$ cat config.mk
export PLATFORM = sky130hd
export DESIGN_NAME = uart_rx_ctrl
export DESIGN_NICKNAME = d
export VERILOG_FILES = /design/src/rtl/uart_pkg.sv /design/src/rtl/uart_rx_fifo.sv /design/src/rtl/uart_rx_ctrl.sv
export SDC_FILE = /design/constraint.sdc
export NUM_CORES = 1
export LEC_CHECK = 0
export CAP_MARGIN = 20
export CORE_ASPECT_RATIO = 0.6
export CORE_MARGIN = 3
export CORE_UTILIZATION = 39
export DETAILED_ROUTE_END_ITERATION = 6
export MAX_ROUTING_LAYER = met4
export PLACE_DENSITY = 0.61
export RECOVER_POWER = 100
export SLEW_MARGIN = 20
export SYNTH_ARGS = -nofsm -noshare
export SYNTH_HDL_FRONTEND = slang
export SYNTH_HIERARCHICAL = 1
export SYNTH_SLANG_ARGS = --single-unit
$ cat constraint.sdc
create_clock -name clk -period 4.95 [get_ports clk]
set_clock_uncertainty 0.15 [all_clocks]
set_input_delay 0.99 -clock clk [delete_from_list [all_inputs] [get_ports clk]]
set_output_delay 0.99 -clock clk [all_outputs]
set_load 0.01 [all_outputs]
$ cat src/rtl/uart_pkg.sv
// uart_pkg
//   Shared definitions for the UART receive controller slice.
//   - FSM state encodings for uart_rx_ctrl (HOLD, RUN, WAIT_IDLE, APPLY)
//   - Legal receiver prescale values
//   - Frame bit counts with and without parity
//   - Receiver configuration record and small helper functions
package uart_pkg;

    // Controller FSM encodings, kept as plain constants for legacy tooling.
    localparam logic [1:0] ST_HOLD      = 2'd0;
    localparam logic [1:0] ST_RUN       = 2'd1;
    localparam logic [1:0] ST_WAIT_IDLE = 2'd2;
    localparam logic [1:0] ST_APPLY     = 2'd3;

    // Oversampling factors the receiver supports.
    localparam logic [4:0] PRESCALE_4  = 5'd4;
    localparam logic [4:0] PRESCALE_8  = 5'd8;
    localparam logic [4:0] PRESCALE_16 = 5'd16;

    // start + 8 data + stop, optionally + parity
    localparam int unsigned FRAME_BITS_NOPAR = 10;
    localparam int unsigned FRAME_BITS_PAR   = 11;

    // Configuration as seen by the receiver.
    typedef struct packed {
        logic [4:0] prescale;
        logic       par_en;
        logic       par_type;
    } rx_cfg_t;

    function automatic logic prescale_legal(input logic [4:0] prescale);
        return (prescale == PRESCALE_4) || (prescale == PRESCALE_8) ||
               (prescale == PRESCALE_16);
    endfunction

    // Frame length in clk cycles; worst case 11 * 16 = 176 fits in 9 bits.
    function automatic logic [8:0] frame_len(input logic par_en, input logic [4:0] prescale);
        logic [8:0] bits;
        bits = par_en ? 9'(FRAME_BITS_PAR) : 9'(FRAME_BITS_NOPAR);
        return bits * 9'(prescale);
    endfunction

endpackage

$ cat src/rtl/uart_rx_fifo.sv
// uart_rx_fifo
//   Synchronous byte FIFO with a fall-through head: head_data shows the
//   oldest entry whenever empty is low, with no read latency.
//   A push while full is accepted only if a pop happens in the same cycle.
// Ports
//   clk        in   clock, all state on posedge
//   rst        in   synchronous active-high reset, empties the FIFO
//   push       in   write request
//   push_data  in   byte to write
//   pop        in   read request, ignored when empty
//   head_data  out  oldest byte (valid when empty is low)
//   empty      out  no entries
//   full       out  FIFO_DEPTH entries
module uart_rx_fifo #(
    parameter int unsigned FIFO_DEPTH = 4
) (
    input  logic       clk,
    input  logic       rst,
    input  logic       push,
    input  logic [7:0] push_data,
    input  logic       pop,
    output logic [7:0] head_data,
    output logic       empty,
    output logic       full
);

    localparam int unsigned AW = (FIFO_DEPTH > 1) ? $clog2(FIFO_DEPTH) : 1;

    logic [7:0]  mem [FIFO_DEPTH];
    logic [AW:0] wr_ptr_q, rd_ptr_q;
    logic        do_push, do_pop;

    // Pointers carry one extra wrap bit to tell full from empty.
    assign empty = (wr_ptr_q == rd_ptr_q);
    assign full  = (wr_ptr_q[AW] != rd_ptr_q[AW]) &&
                   (wr_ptr_q[AW-1:0] == rd_ptr_q[AW-1:0]);

    assign do_pop  = pop & ~empty;
    // When full, the slot being freed by the pop is the one written.
    assign do_push = push & (~full | do_pop);

    assign head_data = mem[rd_ptr_q[AW-1:0]];

    always_ff @(posedge clk) begin
        if (rst) begin
            wr_ptr_q <= '0;
            rd_ptr_q <= '0;
        end else begin
            if (do_push) begin
                wr_ptr_q <= wr_ptr_q + (AW + 1)'(1);
            end
            if (do_pop) begin
                rd_ptr_q <= rd_ptr_q + (AW + 1)'(1);
            end
        end
    end

    always_ff @(posedge clk) begin
        if (do_push) begin
            mem[wr_ptr_q[AW-1:0]] <= push_data;
        end
    end

endmodule

$ cat src/rtl/uart_rx_ctrl.sv
// uart_rx_ctrl
//   Controller and byte buffer for a UART receiver.
//   Owns the receiver configuration and reset, defers reconfiguration until
//   the line is between frames, and buffers received bytes in a FIFO with a
//   valid/ready output, a sticky overflow flag and an accepted-byte counter.
// Ports
//   clk, rst                     clock, synchronous active-high reset
//   cfg_valid/cfg_ready          configuration handshake
//   cfg_prescale/par_en/par_type requested configuration
//   cfg_err                      1-cycle pulse, illegal prescale dropped
//   rx_line                      copy of the serial line, for frame tracking
//   rx_rst_n                     receiver reset, low holds it in reset
//   rx_prescale/par_en/par_type  applied configuration to the receiver
//   rx_data_valid/rx_p_data      received byte from the receiver
//   out_valid/out_ready/out_data byte output stream (FIFO head)
//   overflow                     sticky, a byte was dropped
//   byte_count                   bytes accepted into the FIFO, wrapping
//   busy                         high whenever not in RUN
module uart_rx_ctrl
    import uart_pkg::*;
#(
    parameter int unsigned FIFO_DEPTH   = 4,
    parameter int unsigned PRESCALE_RST = 16,
    parameter int unsigned HOLD_CYC     = 2
) (
    input  logic        clk,
    input  logic        rst,
    input  logic        cfg_valid,
    output logic        cfg_ready,
    input  logic [4:0]  cfg_prescale,
    input  logic        cfg_par_en,
    input  logic        cfg_par_type,
    output logic        cfg_err,
    input  logic        rx_line,
    output logic        rx_rst_n,
    output logic [4:0]  rx_prescale,
    output logic        rx_par_en,
    output logic        rx_par_type,
    input  logic        rx_data_valid,
    input  logic [7:0]  rx_p_data,
    output logic        out_valid,
    input  logic        out_ready,
    output logic [7:0]  out_data,
    output logic        overflow,
    output logic [15:0] byte_count,
    output logic        busy
);

    localparam int unsigned HOLD_W = (HOLD_CYC > 1) ? $clog2(HOLD_CYC) : 1;
    localparam rx_cfg_t CFG_RST = '{prescale: 5'(PRESCALE_RST), par_en: 1'b0, par_type: 1'b0};

    logic [1:0]        state_q, state_d;
    logic [HOLD_W-1:0] hold_cnt_q, hold_cnt_d;
    logic              hold_done;
    rx_cfg_t           cfg_q, cfg_d;
    rx_cfg_t           pend_q, pend_d;
    rx_cfg_t           req;
    logic              cfg_err_q, cfg_err_d;

    logic              line_q;
    logic [8:0]        frame_cnt_q, frame_cnt_d;
    logic              tracker_en, line_fall, frame_active, frame_start;

    logic              push, pop, fifo_empty, fifo_full, push_accept;
    logic              overflow_q, overflow_d;
    logic [15:0]       byte_count_q, byte_count_d;

    // ---------------------------------------------------------------
    // Frame tracker
    // ---------------------------------------------------------------
    // Only meaningful while the receiver is out of reset.
    assign tracker_en   = (state_q == ST_RUN) || (state_q == ST_WAIT_IDLE);
    assign line_fall    = line_q & ~rx_line;
    assign frame_active = (frame_cnt_q != 9'd0);
    assign frame_start  = tracker_en & line_fall & ~frame_active;

    always_comb begin
        frame_cnt_d = frame_cnt_q;
        if (!tracker_en) begin
            frame_cnt_d = 9'd0;
        end else if (frame_start) begin
            // Loaded with length-1 so the counter is back to zero in the
            // last frame cycle; a start bit right after the stop bit is seen.
            frame_cnt_d = frame_len(cfg_q.par_en, cfg_q.prescale) - 9'd1;
        end else if (frame_active) begin
            frame_cnt_d = frame_cnt_q - 9'd1;
        end
    end

    // ---------------------------------------------------------------
    // Configuration FSM
    // ---------------------------------------------------------------
    assign req       = '{prescale: cfg_prescale, par_en: cfg_par_en, par_type: cfg_par_type};
    assign hold_done = (hold_cnt_q == HOLD_W'(HOLD_CYC - 1));

    always_comb begin
        state_d    = state_q;
        hold_cnt_d = hold_cnt_q;
        cfg_d      = cfg_q;
        pend_d     = pend_q;
        cfg_err_d  = 1'b0;
        case (state_q)
            ST_HOLD, ST_APPLY: begin
                if (hold_done) begin
                    state_d    = ST_RUN;
                    hold_cnt_d = '0;
                end else begin
                    hold_cnt_d = hold_cnt_q + HOLD_W'(1);
                end
            end
            ST_RUN: begin
                if (cfg_valid) begin
                    if (prescale_legal(cfg_prescale)) begin
                        pend_d  = req;
                        state_d = ST_WAIT_IDLE;
                    end else begin
                        cfg_err_d = 1'b1;
                    end
                end
            end
            ST_WAIT_IDLE: begin
                // A start bit arriving this cycle keeps us waiting.
                if (!frame_active && rx_line && !frame_start) begin
                    state_d    = ST_APPLY;
                    cfg_d      = pend_q;
                    hold_cnt_d = '0;
                end
            end
            default: begin
                state_d    = ST_HOLD;
                hold_cnt_d = '0;
            end
        endcase
    end

    assign cfg_ready   = (state_q == ST_RUN);
    assign rx_rst_n    = (state_q == ST_RUN) || (state_q == ST_WAIT_IDLE);
    assign busy        = (state_q != ST_RUN);
    assign cfg_err     = cfg_err_q;
    assign rx_prescale = cfg_q.prescale;
    assign rx_par_en   = cfg_q.par_en;
    assign rx_par_type = cfg_q.par_type;

    // ---------------------------------------------------------------
    // Byte buffer, overflow and counter
    // ---------------------------------------------------------------
    // Bytes reported while the receiver is held in reset are discarded.
    assign push        = rx_data_valid & rx_rst_n;
    assign pop         = out_valid & out_ready;
    assign push_accept = push & (~fifo_full | pop);

    always_comb begin
        overflow_d   = overflow_q | (push & fifo_full & ~pop);
        byte_count_d = byte_count_q;
        if (push_accept) begin
            byte_count_d = byte_count_q + 16'd1;
        end
    end

    uart_rx_fifo #(
        .FIFO_DEPTH (FIFO_DEPTH)
    ) u_fifo (
        .clk       (clk),
        .rst       (rst),
        .push      (push),
        .push_data (rx_p_data),
        .pop       (pop),
        .head_data (out_data),
        .empty     (fifo_empty),
        .full      (fifo_full)
    );

    assign out_valid  = ~fifo_empty;
    assign overflow   = overflow_q;
    assign byte_count = byte_count_q;

    // ---------------------------------------------------------------
    // State
    // ---------------------------------------------------------------
    always_ff @(posedge clk) begin
        if (rst) begin
            state_q      <= ST_HOLD;
            hold_cnt_q   <= '0;
            cfg_q        <= CFG_RST;
            pend_q       <= CFG_RST;
            cfg_err_q    <= 1'b0;
            line_q       <= 1'b1;
            frame_cnt_q  <= 9'd0;
            overflow_q   <= 1'b0;
            byte_count_q <= 16'd0;
        end else begin
            state_q      <= state_d;
            hold_cnt_q   <= hold_cnt_d;
            cfg_q        <= cfg_d;
            pend_q       <= pend_d;
            cfg_err_q    <= cfg_err_d;
            line_q       <= rx_line;
            frame_cnt_q  <= frame_cnt_d;
            overflow_q   <= overflow_d;
            byte_count_q <= byte_count_d;
        end
    end

endmodule

==> run summary <==
CTS placed an instance of sky130_fd_sc_hd__clkbuf_16 at the clock tree root. Timing analysis after detailed placement gives a worst setup slack of 1.64 ns. The synthesized area per cell came out at 10.9 um2.

The number of search-and-repair iterations in the first detailed-routing pass came out at 4. Entering global routing, the biggest net connects 39 pins. The critical path launch point type is an input port.

The transition at the pin with the smallest max-transition slack came out at 1.66 ns. The net count after synthesis came out at between 400 and 500. The total number of H-tree levels came out at 3.

The max-slew violation count came out at 39. The share of async-settable or async-resettable flops after synthesis came out at 0. The overall overflow remaining after global route came out at 0. The largest fanout on the critical path is 38. The total of flip-flops plus latches after synthesis came out at 85.

The share of layout cells above drive strength 1 came out at 0.0811. The flow ran to the end, but the final reports show violations. The final count of negative-setup-slack endpoints is 0. STA classifies the critical path endpoint as a register. The tool flagged a number of max-cap violations equal to 1. The total negative slack is 0 ns. The floorplan step set the die height to 87.0 um. The fraction of synthesized cell area taken by the top area cell type came out at 0.249. The via count of the first global-routing pass came to between 2000 and 3000.

The post-layout worst setup margin is 1.13 ns. The worst setup path is of the in -> reg kind. The remaining antenna violation count after routing is 0. The overall die area came out at 12300 um2. In the final design database the tool counted 502 nets.

The highest cell delay on the worst timing path is 1.24 ns. The port buffer count is 57. The total CTS buffers is 9.

The headroom to the max-slew limit came out at -0.109. The final number of hold-violating endpoints came out at 0. The min-delay analysis places its worst path in the category reg -> reg. The most used flip-flop cell after synthesis is sky130_fd_sc_hd__dfxtp_1. The floorplan core area came out at approximately 10000 um2. The warning count from the yosys run came out at 6. IR analysis of the VDD net gives a maximum drop of 0.000240 V. For this block, the via count after detailed routing is 2980. The CTS sink count came out at 85. The final hold slack is 0.303 ns. The shortest clock period the worst path allows after layout is 3.82 ns. For this run, the total global-route usage over all layers was measured as 0.162. The number of flops mapped to enable cells by yosys came out at 32. The first-pass GRT wire length is 15000 um. The number of antenna violations at the first check in global routing came out at 1. The switching share of power came out at 0.335. The average wire per cell in the routed design came out at around 15 um. The sequential cell area fraction in the yosys report came out at 0.474. After detailed routing, the number of vias per cell comes to 5.03. Cell internal power was estimated by the tool at 1760 uW.

The number of library cell types mapped by synthesis came out at between 60 and 70. Counting along the longest clock path gives a buffer depth of 2. The later pin in the worst-skew pair is clocked with a latency of 0.34 ns. The synthesized instance count is 392. Of the total power, combinational logic draws 0.351. Setup repair after global routing left no endpoint under its margin. The biggest area contributor in the post-synthesis netlist is sky130_fd_sc_hd__dfxtp_1.

The maximum operating frequency came out at 262 MHz. In this run, post-CTS hold repair placed 0 buffers. The number of design rule violations left after detail routing is 0. The number of instances resized during post-cts repair is 0. The top-level I/O count came out at 58. The net switching power came out at 884 uW.

The slowest stage cell on the critical path is sky130_fd_sc_hd__clkbuf_1. The half-perimeter wire length of the detailed placement result came out at 6760 um. The netlist area before placement is 4270 um2. The instance area at placement is 4970 um2.

Walking the worst path, the cells encountered are dlygate4sd3_1, clkbuf_1, inv_1, nand2_1, o22ai_1. For this configuration, the core starts out at a cell density of 0.416. The checks that failed: max-capacitance violations, max-slew violations. The post-route cell area came out at between 5000 and 6000 um2. The kind of cell adding the most delay to the critical path is buffers and inverters.

Sorting the synthesized cells by area gives the leading types as sky130_fd_sc_hd__dfxtp_1, sky130_fd_sc_hd__edfxtp_1, sky130_fd_sc_hd__ha_1. The part of the power in registers is 0.334. The data required time at the worst endpoint came out at 5.02 ns. Compared with the post-synthesis result, the final layout area differs by 24.3%.

The x dimension of the die came out at about 140 um. The weighted congestion reported at the end of routability-driven placement is between 0.8 and 0.9. The total length of routed wires is around 9100 um. The count of routing violations after the opening detailed-route iteration came out at 135. For the worst setup path, the data arrival time is 3.89 ns. In this run the core area contains 28 standard-cell rows.

The count of buffering cells on the critical path with inverters included came out at 3. The post-CTS setup repair buffer count came out at 0. TritonCTS built the clock tree. The clock edge transition at the registers on the reported setup and hold paths is around 0.070 ns. The total power density per cell area came out at 498 nW/um2. The leakage dissipation came out at 0.00211 uW. The post-route clock period utilization came out at 0.771. The part of the total power dissipated in the clock network came out at 0.314.
area by class of cell:
| type | count | area [um2] |
|---|---|---|
| Antenna cell | 1 | 2.50 |
| Clock buffer | 9 | 225 |
| Clock inverter | 7 | 145 |
| Fill cell | 901 | 4960 |
| Inverter | 31 | 116 |
| Multi-Input combinational cell | 266 | 2050 |
| Sequential cell | 85 | 2020 |
| Tap cell | 135 | 169 |
| Timing Repair Buffer | 58 | 574 |
layer usage:
layer / vias up / global-route usage / share of wire
met2: 69 / 0.212 / 0.39
met3: 7 / 0.0477 / 0.047
met4: 0 / 0.0422 / 0.0082
met5: - / - / 0
li1: 1502 / - / -
met1: 1402 / 0.241 / 0.56
state kept, by name (all words and copies together), names as in the netlist, named ones only:
register         flops
state_q              2
cfg_err              1
pend_q               7
u_fifo/wr_ptr_q      3
hold_cnt_q           1
frame_cnt_q          9
rx_prescale          5
line_q               1
u_fifo/rd_ptr_q      3
overflow             1
rx_par_en            1
rx_par_type          1
u_fifo/mem          32
byte_count          16
cells in the mapped netlist, types with 3 or more instances:
master                     number
sky130_fd_sc_hd__inv_1         30
sky130_fd_sc_hd__nor2_1        42
sky130_fd_sc_hd__a31oi_1        3
sky130_fd_sc_hd__mux4_2         8
sky130_fd_sc_hd__nand2_1       32
sky130_fd_sc_hd__a21oi_1       15
sky130_fd_sc_hd__nand4_1        3
sky130_fd_sc_hd__and2_1         5
sky130_fd_sc_hd__clkbuf_1       7
sky130_fd_sc_hd__edfxtp_1      32
sky130_fd_sc_hd__dfxtp_1       53
sky130_fd_sc_hd__ha_1          24
sky130_fd_sc_hd__o21a_1         3
sky130_fd_sc_hd__nand3b_1       3
sky130_fd_sc_hd__nor3_1         5
sky130_fd_sc_hd__nand2b_1       6
sky130_fd_sc_hd__mux2i_1        8
sky130_fd_sc_hd__and3_1         6
sky130_fd_sc_hd__o31ai_1        3
sky130_fd_sc_hd__and4_1         4
sky130_fd_sc_hd__xnor2_1       11
sky130_fd_sc_hd__fa_1           6
sky130_fd_sc_hd__o21ai_0       10
sky130_fd_sc_hd__nor2b_1        7
sky130_fd_sc_hd__xor2_1        13
sky130_fd_sc_hd__nand3_1        9
sky130_fd_sc_hd__mux2_1         3
power groups by stage:
stage / Combinational, uW / Sequential (uW) / Clock (uW)
5_1_grt: 1040 / 897 / 870
2_1_floorplan: 709 / 880 / 0
3_5_place_dp: 952 / 898 / 0
6_report: 928 / 884 / 831
3_3_place_gp: 935 / 896 / 0
4_1_cts: 955 / 884 / 846
worst paths after layout:
path / startpoint / endpoint / slack (ns) / cells past startpoint
setup / recovery: rst / frame_cnt_q[6] / 1.13 / 5
hold / removal: pend_q[1] / rx_par_en / 0.30 / 2
setup reg to reg: rx_prescale[0] / frame_cnt_q[7] / 1.62 / 11
hold reg to reg: pend_q[1] / rx_par_en / 0.30 / 2
logic make-up (layout without fill, tap and decap cells):
logic type / after synthesis / in the layout / synth area share
simple gates: 132 / 132 / 0.156
other cells: 0 / 1 / 0
compound gates: 56 / 56 / 0.0985
xor+xnor: 27 / 27 / 0.0607
buf+inv: 41 / 105 / 0.0381
flops: 85 / 85 / 0.474
mux: 21 / 21 / 0.0750
fa+ha+maj: 30 / 30 / 0.0985
worst register-to-register path, cell delays in order (launching register included):
cell	delay, ns
sky130_fd_sc_hd__dfxtp_1	0.48
sky130_fd_sc_hd__inv_1	0.17
sky130_fd_sc_hd__fa_1	0.53
sky130_fd_sc_hd__fa_1	0.54
sky130_fd_sc_hd__inv_1	0.04
sky130_fd_sc_hd__ha_1	0.33
sky130_fd_sc_hd__o21a_1	0.19
sky130_fd_sc_hd__o31a_1	0.11
sky130_fd_sc_hd__o21a_1	0.18
sky130_fd_sc_hd__o21ai_0	0.14
sky130_fd_sc_hd__nand3b_1	0.09
sky130_fd_sc_hd__a221oi_1	0.28
metrics by stage:
stage | utilization | instances | total power (uW)
6_report | 0.517 | 592 | 2640
5_1_grt | 0.517 | 592 | 2800
4_1_cts | 0.520 | 591 | 2690
3_5_place_dp | 0.484 | 575 | 1850
3_3_place_gp | 0.484 | 575 | 1830
2_1_floorplan | - | 392 | 1590
cells in the final DEF (no fill, tap or decap), types with 6 or more instances in the layout:
cell type,count
sky130_fd_sc_hd__dfxtp_1,53
sky130_fd_sc_hd__a21oi_1,15
sky130_fd_sc_hd__dlygate4sd3_1,47
sky130_fd_sc_hd__clkdlybuf4s50_1,10
sky130_fd_sc_hd__xor2_1,13
sky130_fd_sc_hd__fa_1,6
sky130_fd_sc_hd__edfxtp_1,32
sky130_fd_sc_hd__nand2_1,32
sky130_fd_sc_hd__nand3_1,9
sky130_fd_sc_hd__ha_1,24
sky130_fd_sc_hd__xnor2_1,12
sky130_fd_sc_hd__nor2_1,42
sky130_fd_sc_hd__o21ai_0,10
sky130_fd_sc_hd__inv_1,30
sky130_fd_sc_hd__nor2b_1,7
sky130_fd_sc_hd__mux2i_1,8
sky130_fd_sc_hd__nand2b_1,6
sky130_fd_sc_hd__mux4_2,8
sky130_fd_sc_hd__and3_1,6
sky130_fd_sc_hd__clkbuf_16,9
Power figures use the tool's default switching activity.
